`src/rtl/mem_arbiter_if.sv`:
```
// Requester and RAM-side signals of the multi-channel byte-serial memory arbiter.
// Per-channel fields are packed [NUM_CH-1:0][...] so channel i occupies slice i.
interface mem_arbiter_if #(
  parameter int NUM_CH = 2,
  parameter int ADDR_W = 32
);
  logic [NUM_CH-1:0]             req;
  logic [NUM_CH-1:0]             we;
  logic [NUM_CH-1:0][1:0]        size;
  logic [NUM_CH-1:0][ADDR_W-1:0] addr;
  logic [NUM_CH-1:0][31:0]       wdata;
  logic [NUM_CH-1:0]             clr;
  logic [NUM_CH-1:0]             done;
  logic [31:0]                   rdata;
  logic                          busy;
  logic [7:0]                    mem_din;
  logic [7:0]                    mem_dout;
  logic [31:0]                   mem_a;
  logic                          mem_wr;

  modport master (
    output req, we, size, addr, wdata, clr, mem_din,
    input  done, rdata, busy, mem_dout, mem_a, mem_wr
  );

  modport slave (
    input  req, we, size, addr, wdata, clr, mem_din,
    output done, rdata, busy, mem_dout, mem_a, mem_wr
  );
endinterface

```
`src/rtl/mem_arbiter.sv`:
```
// Arbitrates NUM_CH requesters onto an 8-bit RAM bus, serialising 1/2/4-byte
// reads and writes; fixed-priority or round-robin grant, read abort, rdy_in pause.
module mem_arbiter #(
  parameter int NUM_CH   = 2,
  parameter int ADDR_W   = 32,
  parameter int ARB_MODE = 0
) (
  input  logic          clk_in,
  input  logic          rst_in,
  input  logic          rdy_in,
  mem_arbiter_if.slave  bus
);
  localparam int CH_W = (NUM_CH > 1) ? $clog2(NUM_CH) : 1;

  typedef enum logic [1:0] {IDLE, RD, WR} state_t;

  state_t             state;
  logic [CH_W-1:0]    ch, last_grant, gnt_ch, idx;
  logic               gnt_vld;
  logic [NUM_CH-1:0]  elig;
  logic [2:0]         n, iss, iss_nxt;
  logic [ADDR_W-1:0]  base, a_nxt;
  logic [31:0]        wbuf, rbuf, rmerge;
  logic               cap_vld;
  logic [1:0]         cap_idx;
  logic [NUM_CH-1:0]  done_q;
  logic [31:0]        rdata_q, a_q;
  logic               busy_q, wr_q;
  logic [7:0]         dout_q;

  function automatic logic [2:0] nbytes(input logic [1:0] s);
    case (s)
      2'd0:    nbytes = 3'd1;
      2'd1:    nbytes = 3'd2;
      default: nbytes = 3'd4;
    endcase
  endfunction

  always_comb begin
    elig    = bus.req & ~bus.clr;
    gnt_vld = 1'b0;
    gnt_ch  = '0;
    idx     = '0;
    for (int k = 0; k < NUM_CH; k++) begin
      if (ARB_MODE == 1) idx = CH_W'((int'(last_grant) + 1 + k) % NUM_CH);
      else               idx = CH_W'(k);
      if (!gnt_vld && elig[idx]) begin
        gnt_vld = 1'b1;
        gnt_ch  = idx;
      end
    end
  end

  // iss indexes the byte currently on the bus; iss == n means none is shown.
  assign iss_nxt = iss + 3'd1;
  assign a_nxt   = base + ADDR_W'(iss_nxt);

  // Byte whose address was accepted last cycle lands this cycle, paused or not.
  always_comb begin
    rmerge = rbuf;
    if (cap_vld) rmerge[{cap_idx, 3'b000} +: 8] = bus.mem_din;
  end

  always_ff @(posedge clk_in) begin
    if (rst_in) begin
      state      <= IDLE;
      ch         <= '0;
      last_grant <= CH_W'(NUM_CH - 1);
      n          <= '0;
      iss        <= '0;
      base       <= '0;
      wbuf       <= '0;
      rbuf       <= '0;
      cap_vld    <= 1'b0;
      cap_idx    <= '0;
      done_q     <= '0;
      rdata_q    <= '0;
      busy_q     <= 1'b0;
      wr_q       <= 1'b0;
      dout_q     <= '0;
      a_q        <= '0;
    end else begin
      done_q  <= '0;
      rdata_q <= '0;
      case (state)
        IDLE: begin
          if (rdy_in && gnt_vld) begin
            ch         <= gnt_ch;
            last_grant <= gnt_ch;
            n          <= nbytes(bus.size[gnt_ch]);
            base       <= bus.addr[gnt_ch];
            wbuf       <= bus.wdata[gnt_ch];
            rbuf       <= '0;
            cap_vld    <= 1'b0;
            iss        <= '0;
            busy_q     <= 1'b1;
            a_q        <= 32'(bus.addr[gnt_ch]);
            if (bus.we[gnt_ch]) begin
              state  <= WR;
              wr_q   <= 1'b1;
              dout_q <= bus.wdata[gnt_ch][7:0];
            end else begin
              state  <= RD;
            end
          end else begin
            busy_q <= 1'b0;
          end
        end
        RD: begin
          if (bus.clr[ch]) begin
            state   <= IDLE;
            busy_q  <= 1'b0;
            a_q     <= '0;
            cap_vld <= 1'b0;
          end else begin
            rbuf <= rmerge;
            if (rdy_in) begin
              if (iss != n) begin
                cap_vld <= 1'b1;
                cap_idx <= iss[1:0];
                iss     <= iss_nxt;
                a_q     <= (iss_nxt != n) ? 32'(a_nxt) : 32'd0;
              end else begin
                cap_vld    <= 1'b0;
                done_q[ch] <= 1'b1;
                rdata_q    <= rmerge;
                state      <= IDLE;
              end
            end else begin
              cap_vld <= 1'b0;
            end
          end
        end
        WR: begin
          if (rdy_in) begin
            if (iss_nxt != n) begin
              iss    <= iss_nxt;
              a_q    <= 32'(a_nxt);
              dout_q <= wbuf[{iss_nxt[1:0], 3'b000} +: 8];
            end else begin
              done_q[ch] <= 1'b1;
              state      <= IDLE;
              wr_q       <= 1'b0;
              a_q        <= '0;
              dout_q     <= '0;
            end
          end
        end
        default: state <= IDLE;
      endcase
    end
  end

  assign bus.done     = done_q;
  assign bus.rdata    = rdata_q;
  assign bus.busy     = busy_q;
  assign bus.mem_a    = a_q;
  assign bus.mem_dout = dout_q;
  assign bus.mem_wr   = wr_q & rdy_in;
endmodule

```
`src/flat_wrapper.sv`:
```
// flat-port wrapper written by rule: the top's interface ports become plain ports
module mem_arbiter_flat 
#(
  parameter int NUM_CH   = 2,
  parameter int ADDR_W   = 32,
  parameter int ARB_MODE = 0
)
  (clk_in, rst_in, rdy_in, bus_req, bus_we, bus_size, bus_addr, bus_wdata, bus_clr, bus_mem_din, bus_done, bus_rdata, bus_busy, bus_mem_dout, bus_mem_a, bus_mem_wr);
  mem_arbiter_if #(.NUM_CH(NUM_CH), .ADDR_W(ADDR_W)) bus_i ();
  input  logic clk_in;
  input  logic rst_in;
  input  logic rdy_in;
  input wire logic [$bits(bus_i.req)-1:0] bus_req;
  input wire logic [$bits(bus_i.we)-1:0] bus_we;
  input wire logic [$bits(bus_i.size)-1:0] bus_size;
  input wire logic [$bits(bus_i.addr)-1:0] bus_addr;
  input wire logic [$bits(bus_i.wdata)-1:0] bus_wdata;
  input wire logic [$bits(bus_i.clr)-1:0] bus_clr;
  input wire logic [$bits(bus_i.mem_din)-1:0] bus_mem_din;
  output wire logic [$bits(bus_i.done)-1:0] bus_done;
  output wire logic [$bits(bus_i.rdata)-1:0] bus_rdata;
  output wire logic [$bits(bus_i.busy)-1:0] bus_busy;
  output wire logic [$bits(bus_i.mem_dout)-1:0] bus_mem_dout;
  output wire logic [$bits(bus_i.mem_a)-1:0] bus_mem_a;
  output wire logic [$bits(bus_i.mem_wr)-1:0] bus_mem_wr;
  assign bus_i.req = bus_req;
  assign bus_i.we = bus_we;
  assign bus_i.size = bus_size;
  assign bus_i.addr = bus_addr;
  assign bus_i.wdata = bus_wdata;
  assign bus_i.clr = bus_clr;
  assign bus_i.mem_din = bus_mem_din;
  assign bus_done = bus_i.done;
  assign bus_rdata = bus_i.rdata;
  assign bus_busy = bus_i.busy;
  assign bus_mem_dout = bus_i.mem_dout;
  assign bus_mem_a = bus_i.mem_a;
  assign bus_mem_wr = bus_i.mem_wr;
  mem_arbiter #(.NUM_CH(NUM_CH), .ADDR_W(ADDR_W), .ARB_MODE(ARB_MODE)) u_core (.clk_in(clk_in), .rst_in(rst_in), .rdy_in(rdy_in), .bus(bus_i));
endmodule
```
`config.mk`:
```
export PLATFORM = sky130hd
export DESIGN_NAME = mem_arbiter_flat
export DESIGN_NICKNAME = d
export VERILOG_FILES = /design/src/rtl/mem_arbiter_if.sv /design/src/rtl/mem_arbiter.sv /design/src/flat_wrapper.sv
export SDC_FILE = /design/constraint.sdc
export NUM_CORES = 1
export LEC_CHECK = 0
export BUFFER_PORTS_ARGS = -buffer_cell sky130_fd_sc_hd__buf_2
export CORE_MARGIN = 2
export CORE_UTILIZATION = 50
export CTS_CLUSTER_DIAMETER = 100
export DETAILED_ROUTE_END_ITERATION = 10
export PLACE_DENSITY = 0.72
export REMOVE_ABC_BUFFERS = 1
export SETUP_SLACK_MARGIN = 0.4
export SYNTH_ARGS = -nofsm -noshare
export SYNTH_HDL_FRONTEND = slang
export SYNTH_SLANG_ARGS = --single-unit
```
`constraint.sdc`:
```
create_clock -name clk_in -period 3.2 [get_ports clk_in]
set_input_delay 0.32 -clock clk_in [delete_from_list [all_inputs] [get_ports clk_in]]
set_output_delay 0.32 -clock clk_in [all_outputs]
set_load 0.005 [all_outputs]
```
# Word level (Yosys, flattened, before mapping)
# Index checks and enable logic that the tools add are counted.
# word_totals
regBits,184
input_bits,149
output_inout_bits,76
word_cells,134
# op_classes
addsub,3
order_cmp,3
eq_ne,17
shifts,3
n_mux,67
n_bitwise,6
reduce_logical,20
# ops
cell,count
32-bit two-way mux,13
32-bit case mux with 3 select lines,1
32-bit case mux with 2 select lines,1
32-bit by 3-bit adder with 32-bit output,1
32-bit bitwise mux,1
8-bit two-way mux,4
"8-bit by 7-bit variable shift with 32-bit output, first input constant",1
32-bit by 6-bit variable part select with 8-bit output,1
8-bit by 7-bit variable part select with 32-bit output,1
2-bit two-way mux,14
1-bit two-way mux,18
3-bit two-way mux,6
8-bit case mux with 2 select lines,1
5-bit AND reduction,3
"2-bit by 1-bit != test with 1-bit output, second input constant",5
3-bit case mux with 3 select lines,1
"2-bit != test, second input constant",4
4-bit AND reduction,2
5-bit negation with 7-bit output,1
7-bit AND reduction,1
"3-bit by 2-bit != test with 1-bit output, second input constant",2
3-bit != test,2
1-bit case mux with 2 select lines,3
2-bit case mux with 3 select lines,1
other kinds (21),31

# Depth between registers and ports, before layout
# Gate-level depths: netlist (run 1).
# depth
word_depth,11
ltp_mapped,11
ltp_nobuf,8

# Worst setup path before layout (run 1)
# Ideal clock, no wire load.
# synth_timing
path_type,register to register
from,reg u_core.iss[0]
to,reg u_core.a_q[16] (netlist: u_core.bus.mem_a[16])
setup_ns,0.086
arrival_time_ns,2.692
slack_ns,0.422
stages_incl_launch_ff,12
n_path_buf,3
period_less_slack_ns,2.778
cell_sequence,dfxtp_1 > buf_1 > inv_1 > ha_1 > fa_1 > a21oi_1 > or4_1 > clkbuf_1 > clkbuf_1 > o21a_1 > o21ai_0 > a211oi_1
# synth_via
elab_chain_len,7
elab_cells_between_ends,12
classes_between,2 x add/sub; 3 x eq/ne; 6 x mux; 1 x reduce/logical
# synth_rtl
element,line,text
start: declaration,mem_arbiter.sv:21,"logic [2:0] n, iss, iss_nxt;"
start signal: assignment,mem_arbiter.sv:121,iss <= iss_nxt;
start signal: assignment,mem_arbiter.sv:137,iss <= iss_nxt;
3-bit by 1-bit adder with 3-bit output,mem_arbiter.sv:55,assign iss_nxt = iss + 3'd1;
32-bit by 3-bit adder with 32-bit output / 3-bit != test (equally long branches),"mem_arbiter.sv:56, mem_arbiter.sv:122, mem_arbiter.sv:136",
32-bit two-way mux,"mem_arbiter.sv:122, mem_arbiter.sv:136",
32-bit two-way mux,mem_arbiter.sv:118,if (iss != n) begin
32-bit two-way mux,mem_arbiter.sv:117,if (rdy_in) begin
32-bit two-way mux,mem_arbiter.sv:110,if (bus.clr[ch]) begin
32-bit case mux with 3 select lines,mem_arbiter.sv:85,case (state)
end signal: assignment,mem_arbiter.sv:97,a_q <= 32'(bus.addr[gnt_ch]);
end signal: assignment,mem_arbiter.sv:122,a_q <= (iss_nxt != n) ? 32'(a_nxt) : 32'd0;
end signal: assignment,mem_arbiter.sv:138,a_q <= 32'(a_nxt);
end: declaration,mem_arbiter.sv:27,"logic [31:0] rdata_q, a_q;"
# Parallel ways exist; a longest one is shown, timed or not. The select of a mux whose other input is x is not followed.
# A chain may end at the register's enable or synchronous reset.

# Worst setup path after layout (run 1)
# layout_timing
from,reg u_core.iss[1]
to,reg u_core.a_q[22] (netlist: u_core.bus.mem_a[22])
# Same word-level chain as after synthesis.

==> flow_metrics.py, run 1 <==
metrics = {
    "drt": {
        "drt-initial-drc-count": 649,
        "drt-wirelength-per-cell_um": 16.2,
        "totalWireLength_um": 22600,
        "routed_via_density": 5.73,
        "vias": 8002,
        "ant_nets": 0,
        "drt_first_pass_iters": 5,
        "drc": 0,
    },
    "placement": {
        "numPortBuffers": 224,
        "place_area_um2": 10100,
        "hpwl_um": 15400,
        "gp_congestion": 0.832,
    },
    "yosys": {
        "ys_seq_area_frac": 0.419,
        "synth_edf_count": 0,
        "synth_ff_type": "dfxtp_1",
        "yosys.cell_types.count": 63,
        "ys_warn_count": 0,
        "ys_ff_latch": 184,
        "synthArstFlopShare": 0,
        "synth_largest_area_cell": "dfxtp_1",
        "syn_inst": 973,
        "syn_area_per_cell_um2": 9.03,
        "synth_top_area_frac": 0.419,
        "syn_area_um2": 8790,
        "post_synth_main_area_contributors": "dfxtp_1 (42%), mux2i_1 (8.1%), nor2_1 (6.2%), a211oi_1 (5.8%), a22oi_1 (5.5%)",
    },
    "clock_tree": {
        "cts-hold-fix-buffers": 0,
        "clock_latency_ns": 0.43,
        "cts-root-buf": "clkbuf_16",
        "clock_sinks": 184,
        "tritoncts": "built",
        "cts_buffer_depth": 2,
        "path_clk_slew_ns": 0.07,
        "cts_max_level": 4,
        "cts_setup_buffers": 0,
        "cts_made_buffers": 17,
    },
    "run_status": {
        "status": "finished clean",
    },
    "global_routing": {
        "antenna_found_initial": 2,
        "grt_pass1_wl_um": 36200,
        "grt_overflow_total": 0,
        "first_global_vias": 7284,
        "track_usage": 0.243,
        "grt_max_degree": 97,
    },
    "critical_path": {
        "critPathCaptureType": "flip-flop",
        "worstReg2RegEnd": "u_core.bus.mem_a[22]",
        "path_cells": "ha_2 > xor2_1 > ha_1 > a21oi_1 > or4_4 > buf_4 > or3_1 > a21oi_1 > o221a_2",
        "rrSetupSlack_ns": 0.51,
        "slowest_stage": "or4_4",
        "worstPathRequired_ns": 3.57,
        "slowest_delay_ns": 0.51,
        "startpoint_type": "flip-flop",
        "critical_path_class": "reg2reg",
        "crit_top_cell": "a21oi_1",
        "worstRegToRegCells": 9,
        "r2r-start": "u_core.iss[1]",
        "cp_max_fo": 9,
        "worstPathArrival_ns": 3.06,
    },
    "sta": {
        "max_slew.worst_pin.slew_ns": 1.07,
        "setup_viol": 0,
        "grt_setup_unrepaired": "no",
        "finalHoldViolCount": 0,
        "max_slew_margin": 0.289,
        "fmax_mhz": 372,
        "min_period_over_period": 0.840,
        "drv_slew": 0,
        "period_needed_ns": 2.69,
        "fin_worst_skew_ns": 0.00691,
    },
    "finish": {
        "drive_gt1_frac": 0.262,
        "layout.nets": 1319,
        "area_growth_pct": 21.8,
        "stdcell_area_um2": 10700,
    },
    "power": {
        "p_per_area_nw_per_um2": 613,
        "vdd_ir_drop_max_uv": 451,
        "leakage_uw": 0.00422,
        "finalPower_uw": 6560,
    },
    "die": {
        "dieArea_um2": 18700,
        "placementRows": 48,
        "io_pins": 225,
        "die_height_um": 137,
        "initial_utilization": 0.510,
        "die_w_um": 137,
        "core_area_um2": 17200,
    },
    "run": {
        "maxCapViolCount": 0,
    },
    "min_path": {
        "hold_end": "u_core.n[1]",
        "hold_path_class": "in2reg",
        "hold_path_depth": 3,
        "worstHoldStart": "bus_size[2]",
    },
}
## state kept, by name (all words and copies together), names as in the netlist
register,flops
u_core.iss,3
u_core.wbuf,32
u_core.bus.done,2
u_core.wr_q,1
u_core.n,3
u_core.bus.mem_a,32
u_core.bus.rdata,32
u_core.ch,1
u_core.state,2
u_core.bus.mem_dout,8
u_core.cap_vld,1
u_core.rbuf,32
u_core.base,32
u_core.cap_idx,2
u_core.bus.busy,1
## kinds of logic (layout without fill, tap and decap cells)
group / after synthesis / after routing / share of synthesized area
AO/OA/AOI/OAI: 305 / 305 / 0.248
AND/OR/NAND/NOR: 268 / 268 / 0.143
flip-flops: 184 / 184 / 0.419
buffers and inverters: 104 / 300 / 0.0461
multiplexers: 81 / 81 / 0.104
XOR/XNOR: 17 / 17 / 0.0186
adder cells (fa/ha/maj): 14 / 14 / 0.0208
other: 0 / 2 / 0
## how the worst max path moves through the flow
stage	start	to	slack (ns)	cells after the start
after detailed placement	u_core.iss[1]	u_core.bus.mem_a[22]	0.38	9
after global routing	u_core.iss[0]	u_core.bus.mem_a[22]	0.41	10
after CTS	u_core.iss[1]	u_core.bus.mem_a[22]	0.45	9
after floorplan	u_core.state[0]	u_core.base[0]	-5.56	5
final	u_core.iss[1]	u_core.bus.mem_a[22]	0.51	9
after global placement	u_core.iss[1]	u_core.bus.mem_a[22]	0.44	9
## report_power, final
group          total, µW  switching (µW)  internal [µW]
logic               1650             954            697
registers           2760             197           2560
clock network       2150             884           1270
## layer usage
layer	vias to the layer above	track usage	wire length, µm
li1	3988	-	-
met1	3753	0.326	10300
met2	234	0.404	10800
met3	27	0.0315	1170
met4	0	0.0828	385
met5	-	0	0
## layout by cell type, fill, tap and decap left out, types with 10 or more instances in the layout
| cell type | n |
|---|---|
| buf_2 | 223 |
| dfxtp_1 | 183 |
| nor2_1 | 145 |
| mux2i_1 | 71 |
| a211oi_1 | 67 |
| a22oi_1 | 64 |
| o21ai_0 | 46 |
| a21oi_1 | 37 |
| nand2_1 | 34 |
| inv_1 | 21 |
| buf_4 | 21 |
| o21a_1 | 20 |
| clkbuf_16 | 17 |
| nor3_1 | 14 |
| nor4_1 | 12 |
| o221ai_1 | 12 |
| ha_1 | 12 |
| nand3_1 | 11 |
| nand4_1 | 10 |
## critical path, delay by kind of cell, from the launching register on
| family | cells | cell delay (ns) |
|---|---|---|
| XOR/XNOR | 1 | 0.16 |
| flip-flops | 1 | 0.34 |
| AO/OA/AOI/OAI | 3 | 0.52 |
| buffers and inverters | 1 | 0.19 |
| AND/OR/NAND/NOR | 2 | 0.86 |
| adder cells (fa/ha/maj) | 2 | 0.57 |
## area by class of cell
| class | count | area, µm² |
|---|---|---|
| Clock buffer | 20 | 457 |
| Timing Repair Buffer | 246 | 1310 |
| Antenna cell | 2 | 5.00 |
| Inverter | 22 | 82.6 |
| Fill cell | 1505 | 6530 |
| Multi-Input combinational cell | 685 | 4740 |
| Tap cell | 225 | 282 |
| Sequential cell | 184 | 3680 |
| Clock inverter | 12 | 149 |
## repair_timing
item / CTS / global route
hold endpoints to repair: 0 / 0
endpoints found under the setup margin: 2 / 3
gates resized for setup: 1 / 2
## cell usage after synthesis (5+ instances only)
cell,number
dfxtp_1,184
nor2_1,146
mux2i_1,71
a211oi_1,68
a22oi_1,64
clkbuf_1,57
o21ai_0,46
a21oi_1,37
nand2_1,34
inv_1,21
o21a_1,20
buf_1,15
nor3_1,14
ha_1,13
nor4_1,12
o221ai_1,12
nand3_1,11
nand4_1,10
a2bb2oi_1,9
o211a_1,9
buf_2,8
mux4_2,8
o31a_1,8
xnor2_1,8
xor2_1,8
and2_1,6
nand2b_1,5
nor2b_1,5
o211ai_1,5
or3_1,5
## stage by stage
stage               setup WS, ns   util  std cells  hold slack [ns]  setup TNS [ns]
CTS                        0.450  0.621       1394            0.209               0
global route               0.414  0.621       1396            0.236               0
global placement           0.441  0.585       1362            0.456               0
floorplan                  -5.56      -        891            0.389         -487.69
finish                     0.512  0.621       1396            0.223               0
detailed placement         0.381  0.585       1362            0.470               0
No activity file was read; power rests on OpenSTA's default activity.
==> run 2, diff against run 1 <==
--- a/config.mk
+++ b/config.mk
@@ -5,12 +5,13 @@
 export SDC_FILE = /design/constraint.sdc
 export NUM_CORES = 1
 export LEC_CHECK = 0
+export ABC_AREA = 1
 export BUFFER_PORTS_ARGS = -buffer_cell sky130_fd_sc_hd__buf_2
 export CORE_MARGIN = 2
 export CORE_UTILIZATION = 50
 export CTS_CLUSTER_DIAMETER = 100
 export DETAILED_ROUTE_END_ITERATION = 10
-export PLACE_DENSITY = 0.72
+export PLACE_DENSITY = 0.71
 export REMOVE_ABC_BUFFERS = 1
 export SETUP_SLACK_MARGIN = 0.4
 export SYNTH_ARGS = -nofsm -noshare
==> constraint.sdc (replaced) <==
create_clock -name clk_in -period 2.5 [get_ports clk_in]
set_input_delay 0.25 -clock clk_in [delete_from_list [all_inputs] [get_ports clk_in]]
set_output_delay 0.25 -clock clk_in [all_outputs]
set_load 0.005 [all_outputs]
==> run 2 against run 1 <==
Count of clock-buffer cells in the layout did not move. Fmax up 34%. Synthesized area up 13%. Combinational power increased to 2.9 times the previous value. Design area grew 12%. Sequential power is 41% higher. Cell count grew 46%. Clock power increased by 23%. First-iteration DRC count up 10%. Die area is 12% higher. Global-route usage is 1.9 points higher. Critical path type unchanged. Largest cell class unchanged.
==> flow_metrics.py, run 2 <==
metrics = {
    "drt": {
        "drt-initial-drc-count": 717,
        "drt-wirelength-per-cell_um": 13.6,
        "drt_first_pass_iters": 5,
        "routed_via_density": 5.09,
        "ant_nets": 0,
        "drc": 0,
        "vias": 10300,
        "totalWireLength_um": 27700,
    },
    "finish": {
        "diodes": 0,
        "mostFrequentLayoutCell": "nand2_1",
        "drive_gt1_frac": 0.192,
        "nFillCells": 1886,
        "multi_input_area_um2": 5130,
        "area_growth_pct": 21.0,
        "layout.nets": 1918,
        "mostFrequentLayoutCells": "nand2_1 (404), buf_2 (224), inv_1 (218), nor2_1 (182), dfxtp_1 (182)",
        "seq_area_um2": 3690,
    },
    "clock_tree": {
        "clock_latency_ns": 0.43,
        "cts_made_buffers": 17,
        "path_clk_slew_ns": 0.07,
        "cts-hold-fix-buffers": 0,
        "cts_buffer_depth": 2,
        "cts-root-buf": "clkbuf_16",
        "cts_max_level": 4,
        "tritoncts": "built",
        "clock_sinks": 184,
    },
    "placement": {
        "numPortBuffers": 224,
        "gp_congestion": 0.900,
        "hpwl_um": 19400,
    },
    "die": {
        "dieArea_um2": 21000,
        "die_w_um": 145,
        "core_area_um2": 19500,
        "placementRows": 51,
        "initial_utilization": 0.509,
        "io_pins": 225,
        "die_height_um": 145,
    },
    "critical_path": {
        "worstPathRequired_ns": 2.87,
        "critPathCaptureType": "flip-flop",
        "critical_path_class": "reg2reg",
        "worstPathArrival_ns": 2.37,
        "cp_max_fo": 5,
        "startpoint_type": "flip-flop",
    },
    "sta": {
        "setup_tns_ns": 0,
        "min_period_over_period": 0.801,
        "drv_slew": 0,
        "max_slew.worst_pin.slew_ns": 0.511,
        "hold_slack_ns": 0.0770,
        "max_slew_margin": 0.660,
        "fin_worst_skew_ns": 0.0100,
        "grt_setup_unrepaired": "yes",
        "fmax_mhz": 500,
        "finalHoldViolCount": 0,
        "period_needed_ns": 2.00,
        "setup_viol": 0,
    },
    "global_routing": {
        "antenna_found_initial": 0,
        "grt_pass1_wl_um": 44000,
        "first_global_vias": 9074,
        "track_usage": 0.262,
        "grt_max_degree": 53,
        "grt_overflow_total": 0,
    },
    "yosys": {
        "synth_top_area_frac": 0.372,
        "syn_area_um2": 9910,
        "synth_largest_area_cell": "dfxtp_1",
        "synth_edf_count": 0,
        "synth.most_common_cell": "nand2_1",
        "yosys.cell_types.count": 39,
        "post_synth_main_area_contributors": "dfxtp_1 (37%), nand2_1 (16%), inv_1 (8.3%), nor2_1 (7.2%), a21oi_1 (6.3%)",
        "synthTopCellsByCount": "nand2_1 (411), inv_1 (218), nor2_1 (189)",
        "ys_seq_area_frac": 0.372,
        "ys_warn_count": 0,
        "synthArstFlopShare": 0,
        "syn_area_per_cell_um2": 6.35,
        "syn_inst": 1562,
        "ys_ff_latch": 184,
        "synth_ff_type": "dfxtp_1",
    },
    "power": {
        "p_per_area_nw_per_um2": 942,
        "finalPower_uw": 11300,
        "leakage_uw": 0.00553,
        "vdd_ir_drop_max_uv": 534,
    },
    "run_status": {
        "status": "finished clean",
    },
    "min_path": {
        "hold_path_class": "in2reg",
    },
    "run": {
        "maxCapViolCount": 0,
    },
}
==> run 2: cell count changes in the layout (fill, tap and decap cells not counted), moves of 36 or more <==
cell / delta
nor2_1: +37
a22oi_1: -64
mux2i_1: -71
o21ai_0: +36
inv_1: +197
a21oi_1: +84
a211oi_1: -66
nand3_1: +105
nand2_1: +370
==> run 2: final cells by class <==
cell class	instances	share of cell area
Inverter	229	0.0727
Multi-Input combinational cell	1069	0.428
Clock inverter	12	0.00970
Timing Repair Buffer	254	0.116
Sequential cell	184	0.308
Clock buffer	20	0.0381
Tap cell	265	0.0277
==> run 2: logic make-up after synthesis <==
logic type / share of synthesized area
and+or+nand+nor: 0.307
buffers and inverters: 0.127
AOI/OAI and AO/OA: 0.162
DFF: 0.372
xor gates and xnor gates: 0.0143
adders and majority gates: 0.0184
==> run 2: per-layer routing <==
metal	wire, µm	track usage	up-vias	share of wire
met4	560	0.0802	0	0.020
li1	-	-	5322	-
met1	12300	0.352	4617	0.44
met2	12900	0.428	372	0.47
met5	0	0	-	0
met3	1920	0.0477	38	0.069
==> run 2: worst paths after layout <==
check | from | endpoint | slack [ns] | depth (start not counted)
setup / recovery | u_core.iss[1] | u_core.bus.mem_a[14] | 0.50 | 12
hold / removal | bus_wdata[18] | u_core.wbuf[18] | 0.08 | 3
setup reg to reg | u_core.iss[1] | u_core.bus.mem_a[14] | 0.50 | 12
hold reg to reg | u_core.wbuf[6] | u_core.wbuf[6] | 0.45 | 2
==> run 2: worst max-delay path: stages (launching register included) <==
cell and delay [ns]:
dfxtp_4 0.38, ha_4 0.14, inv_1 0.06, nand2_2 0.08
nand2_4 0.07, ha_4 0.29, nand2_2 0.07, nand2_2 0.07
nand4_1 0.20, nor2_4 0.23, xor2_1 0.18, nand2_1 0.08
a21oi_2 0.11
==> run 2: repair_timing <==
item / CTS / global route
gates resized for setup: 15 / 28
buffers inserted: 3 / 0
hold endpoints to repair: 0 / 0
cloned: 1 / 0
pin swaps: 2 / 5
endpoints found under the setup margin: 60 / 88
==> run 2: where the power goes <==
| part | leakage [µW] | total (µW) | switching (µW) | internal (µW) |
|---|---|---|---|---|
| Combinational | 0.00374 | 4770 | 3070 | 1710 |
| Sequential | 0.00150 | 3880 | 379 | 3500 |
| Clock | 0.000283 | 2640 | 1200 | 1440 |
==> run 2: through the flow <==
| stage | worst slack (ns) | area (µm²) | cells | util |
|---|---|---|---|---|
| global route | 0.385 | 12000 | 2033 | 0.616 |
| detailed placement | 0.192 | 11200 | 1997 | 0.576 |
| finish | 0.498 | 12000 | 2033 | 0.616 |
| CTS | 0.423 | 11900 | 2033 | 0.610 |
| floorplan | -0.719 | 9520 | 1481 | - |
| global placement | 0.290 | 11200 | 1997 | 0.576 |
==> run 3, diff against run 2 <==
--- a/config.mk
+++ b/config.mk
@@ -11,7 +11,7 @@
 export CORE_UTILIZATION = 50
 export CTS_CLUSTER_DIAMETER = 100
 export DETAILED_ROUTE_END_ITERATION = 10
-export PLACE_DENSITY = 0.71
+export PLACE_DENSITY = 0.74
 export REMOVE_ABC_BUFFERS = 1
 export SETUP_SLACK_MARGIN = 0.4
 export SYNTH_ARGS = -nofsm -noshare
==> constraint.sdc (replaced) <==
create_clock -name clk_in -period 1.8 [get_ports clk_in]
set_input_delay 0.18 -clock clk_in [delete_from_list [all_inputs] [get_ports clk_in]]
set_output_delay 0.18 -clock clk_in [all_outputs]
set_load 0.005 [all_outputs]
==> run 3 against run 2 <==
The run now ends with negative hold slack, negative setup slack left. Non-clock buffer count is 126 higher. Core utilization rose by 18 points. Combinational power rose by 140%. Die area unchanged. Critical path depth up 2. Wire length up 50%. Register-to-register slack got worse by 0.69 ns. Setup slack lost 0.69 ns. Count of clock-buffer cells in the layout up 1.
==> flow_metrics.py, run 3 (synthesis gave the netlist of run 2 again) <==
metrics = {
    "sta": {
        "hold_slack_ns": -0.00805,
        "drv_slew": 0,
        "fmax_mhz": 503,
        "period_needed_ns": 1.99,
        "max_slew.worst_pin.slew_ns": 0.645,
        "fin_worst_skew_ns": 0.00833,
        "setup_viol": 51,
        "max_slew_margin": 0.565,
        "finalHoldViolCount": 3,
        "grt_setup_unrepaired": "yes",
        "setup_ws_ns": -0.190,
        "min_period_over_period": 1.11,
    },
    "die": {
        "die_w_um": 145,
        "core_area_um2": 19500,
        "placementRows": 51,
        "io_pins": 225,
        "dieArea_um2": 21000,
        "initial_utilization": 0.509,
        "die_height_um": 145,
    },
    "min_path": {
        "hold_path_depth": 3,
        "hold_end": "u_core.wbuf[12]",
        "worstHoldStart": "bus_wdata[12]",
        "hold_path_class": "in2reg",
    },
    "run_status": {
        "status": "finished, violations left",
        "violations": "negative hold slack, negative setup slack",
    },
    "global_routing": {
        "grt_pass1_wl_um": 54700,
        "grtUsageMet2": 0.565,
        "grt_use_met3": 0.0619,
        "grt_max_degree": 46,
        "busiest_layer": "met2",
        "met1_usage": 0.405,
        "first_global_vias": 10900,
        "grt_overflow_total": 0,
        "antenna_found_initial": 0,
        "track_usage": 0.333,
    },
    "finish": {
        "drive_gt1_frac": 0.396,
        "area_growth_pct": 56.7,
        "stdcell_area_um2": 15500,
        "mostFrequentLayoutCell": "nand2_1",
        "layout.nets": 2045,
        "mostFrequentLayoutCells": "nand2_1 (313), buf_2 (224), inv_1 (199), dfxtp_1 (177), nor2_1 (167)",
        "diodes": 0,
    },
    "power": {
        "p_sw_frac": 0.431,
        "vdd_ir_drop_max_uv": 867,
        "p_clk_frac": 0.183,
        "p_comb_frac": 0.550,
        "seqPwrFrac": 0.267,
        "p_per_area_nw_per_um2": 1330,
        "p_int_uw": 11700,
        "leakage_uw": 0.00686,
        "switchingPower_uw": 8880,
    },
    "critical_path": {
        "worstRegToRegCells": 14,
        "r2r-start": "u_core.iss[0]",
        "crit_top_cell": "nand2_2",
        "worstReg2RegEnd": "u_core.bus.mem_a[6]",
        "worstPathArrival_ns": 2.33,
        "rrSetupSlack_ns": -0.19,
        "path_depth": 14,
        "cp_top_family": "simple AND/OR/NAND/NOR gates",
        "cp_max_fo": 5,
        "slowest_delay_ns": 0.37,
        "critical_path_class": "reg2reg",
        "slowest_stage": "dfxtp_4",
        "startpoint_type": "flip-flop",
        "path_cells": "ha_4 > inv_2 > nand2_2 > nand2_2 > ha_4 > nand2_4 > nand2_2 > nand4_1 > buf_4 > xor2_1 > nand2_1 > nand2_1 > nor2_1 > nor2_1",
        "critPathCaptureType": "flip-flop",
        "worstPathRequired_ns": 2.14,
        "cp.buffers_inverters": 2,
    },
    "run": {
        "maxCapViolCount": 0,
    },
    "clock_tree": {
        "clock_sinks": 184,
        "cts_made_buffers": 17,
        "cts_buffer_depth": 2,
        "cts-root-buf": "clkbuf_16",
        "tritoncts": "built",
        "clock_latency_ns": 0.45,
        "cts_max_level": 4,
        "path_clk_slew_ns": 0.07,
    },
    "drt": {
        "routed_via_density": 5.69,
        "drc": 0,
        "ant_nets": 0,
        "drt_first_pass_iters": 7,
        "vias": 12300,
        "totalWireLength_um": 41500,
        "drt-wirelength-per-cell_um": 19.2,
        "drt-initial-drc-count": 991,
    },
    "placement": {
        "numPortBuffers": 224,
        "hpwl_um": 19900,
        "place_area_um2": 11500,
        "gp_congestion": 0.894,
        "dpl_worst_slack_ns": -0.358,
    },
}
-- run 3: worst min-delay path: stages --
cell	delay, ns
buf_2	0.09
nand2_1	0.05
a31oi_1	0.07
-- run 3: what timing repair did --
action / 4_1_cts / 5_1_grt
endpoints found under the setup margin: 184 / 183
cloned: 18 / 8
pin swaps: 70 / 106
setup buffers: 38 / 25
hold buffers: 14 / 0
gates resized for setup: 319 / 257
hold endpoints to repair: 14 / 0
-- run 3: final cells by class --
class	count	area, µm²
clock inverter	11	116
multi-input combinational	1068	6740
inverter	229	925
clock buffer	21	460
timing repair buffer	380	3250
fill	1242	3930
timing repair inverter	2	16.3
tap	265	332
sequential	184	3700
-- run 3: through the flow --
stage | instances | TNS, ns | utilization | power, µW
3_5_place_dp | 2025 | -8.40 | 0.592 | 11900
5_1_grt | 2160 | -9.56 | 0.798 | 21600
3_3_place_gp | 2025 | -6.42 | 0.592 | 11900
4_1_cts | 2127 | -1.11 | 0.728 | 18100
2_1_floorplan | 1481 | -176.03 | - | 9320
6_report | 2160 | -5.27 | 0.798 | 20600
-- run 3: power groups by stage --
stage               combinational [µW]  sequential (µW)  clock [µW]
finish                           11400             5500        3780
global route                     12100             5550        3940
CTS                               8970             5420        3710
detailed placement                6530             5420           0
global placement                  6460             5420           0
floorplan                         3870             5440           0
-- run 3: metal layers --
| metal | vias to the layer above | wire length (µm) |
|---|---|---|
| met1 | 5683 | 15000 |
| met3 | 266 | 3800 |
| met2 | 755 | 19900 |
| met5 | - | 0 |
| li1 | 5596 | - |
| met4 | 0 | 2770 |
-- run 3: worst max-delay path by stage --
stage / from / endpoint
floorplan: u_core.state[0] / u_core.base[13]
global placement: u_core.iss[0] / u_core.bus.mem_a[24]
detailed placement: u_core.iss[1] / u_core.bus.mem_a[24]
CTS: u_core.iss[0] / u_core.bus.mem_a[22]
global route: u_core.iss[0] / u_core.bus.mem_a[6]
finish: u_core.iss[0] / u_core.bus.mem_a[6]
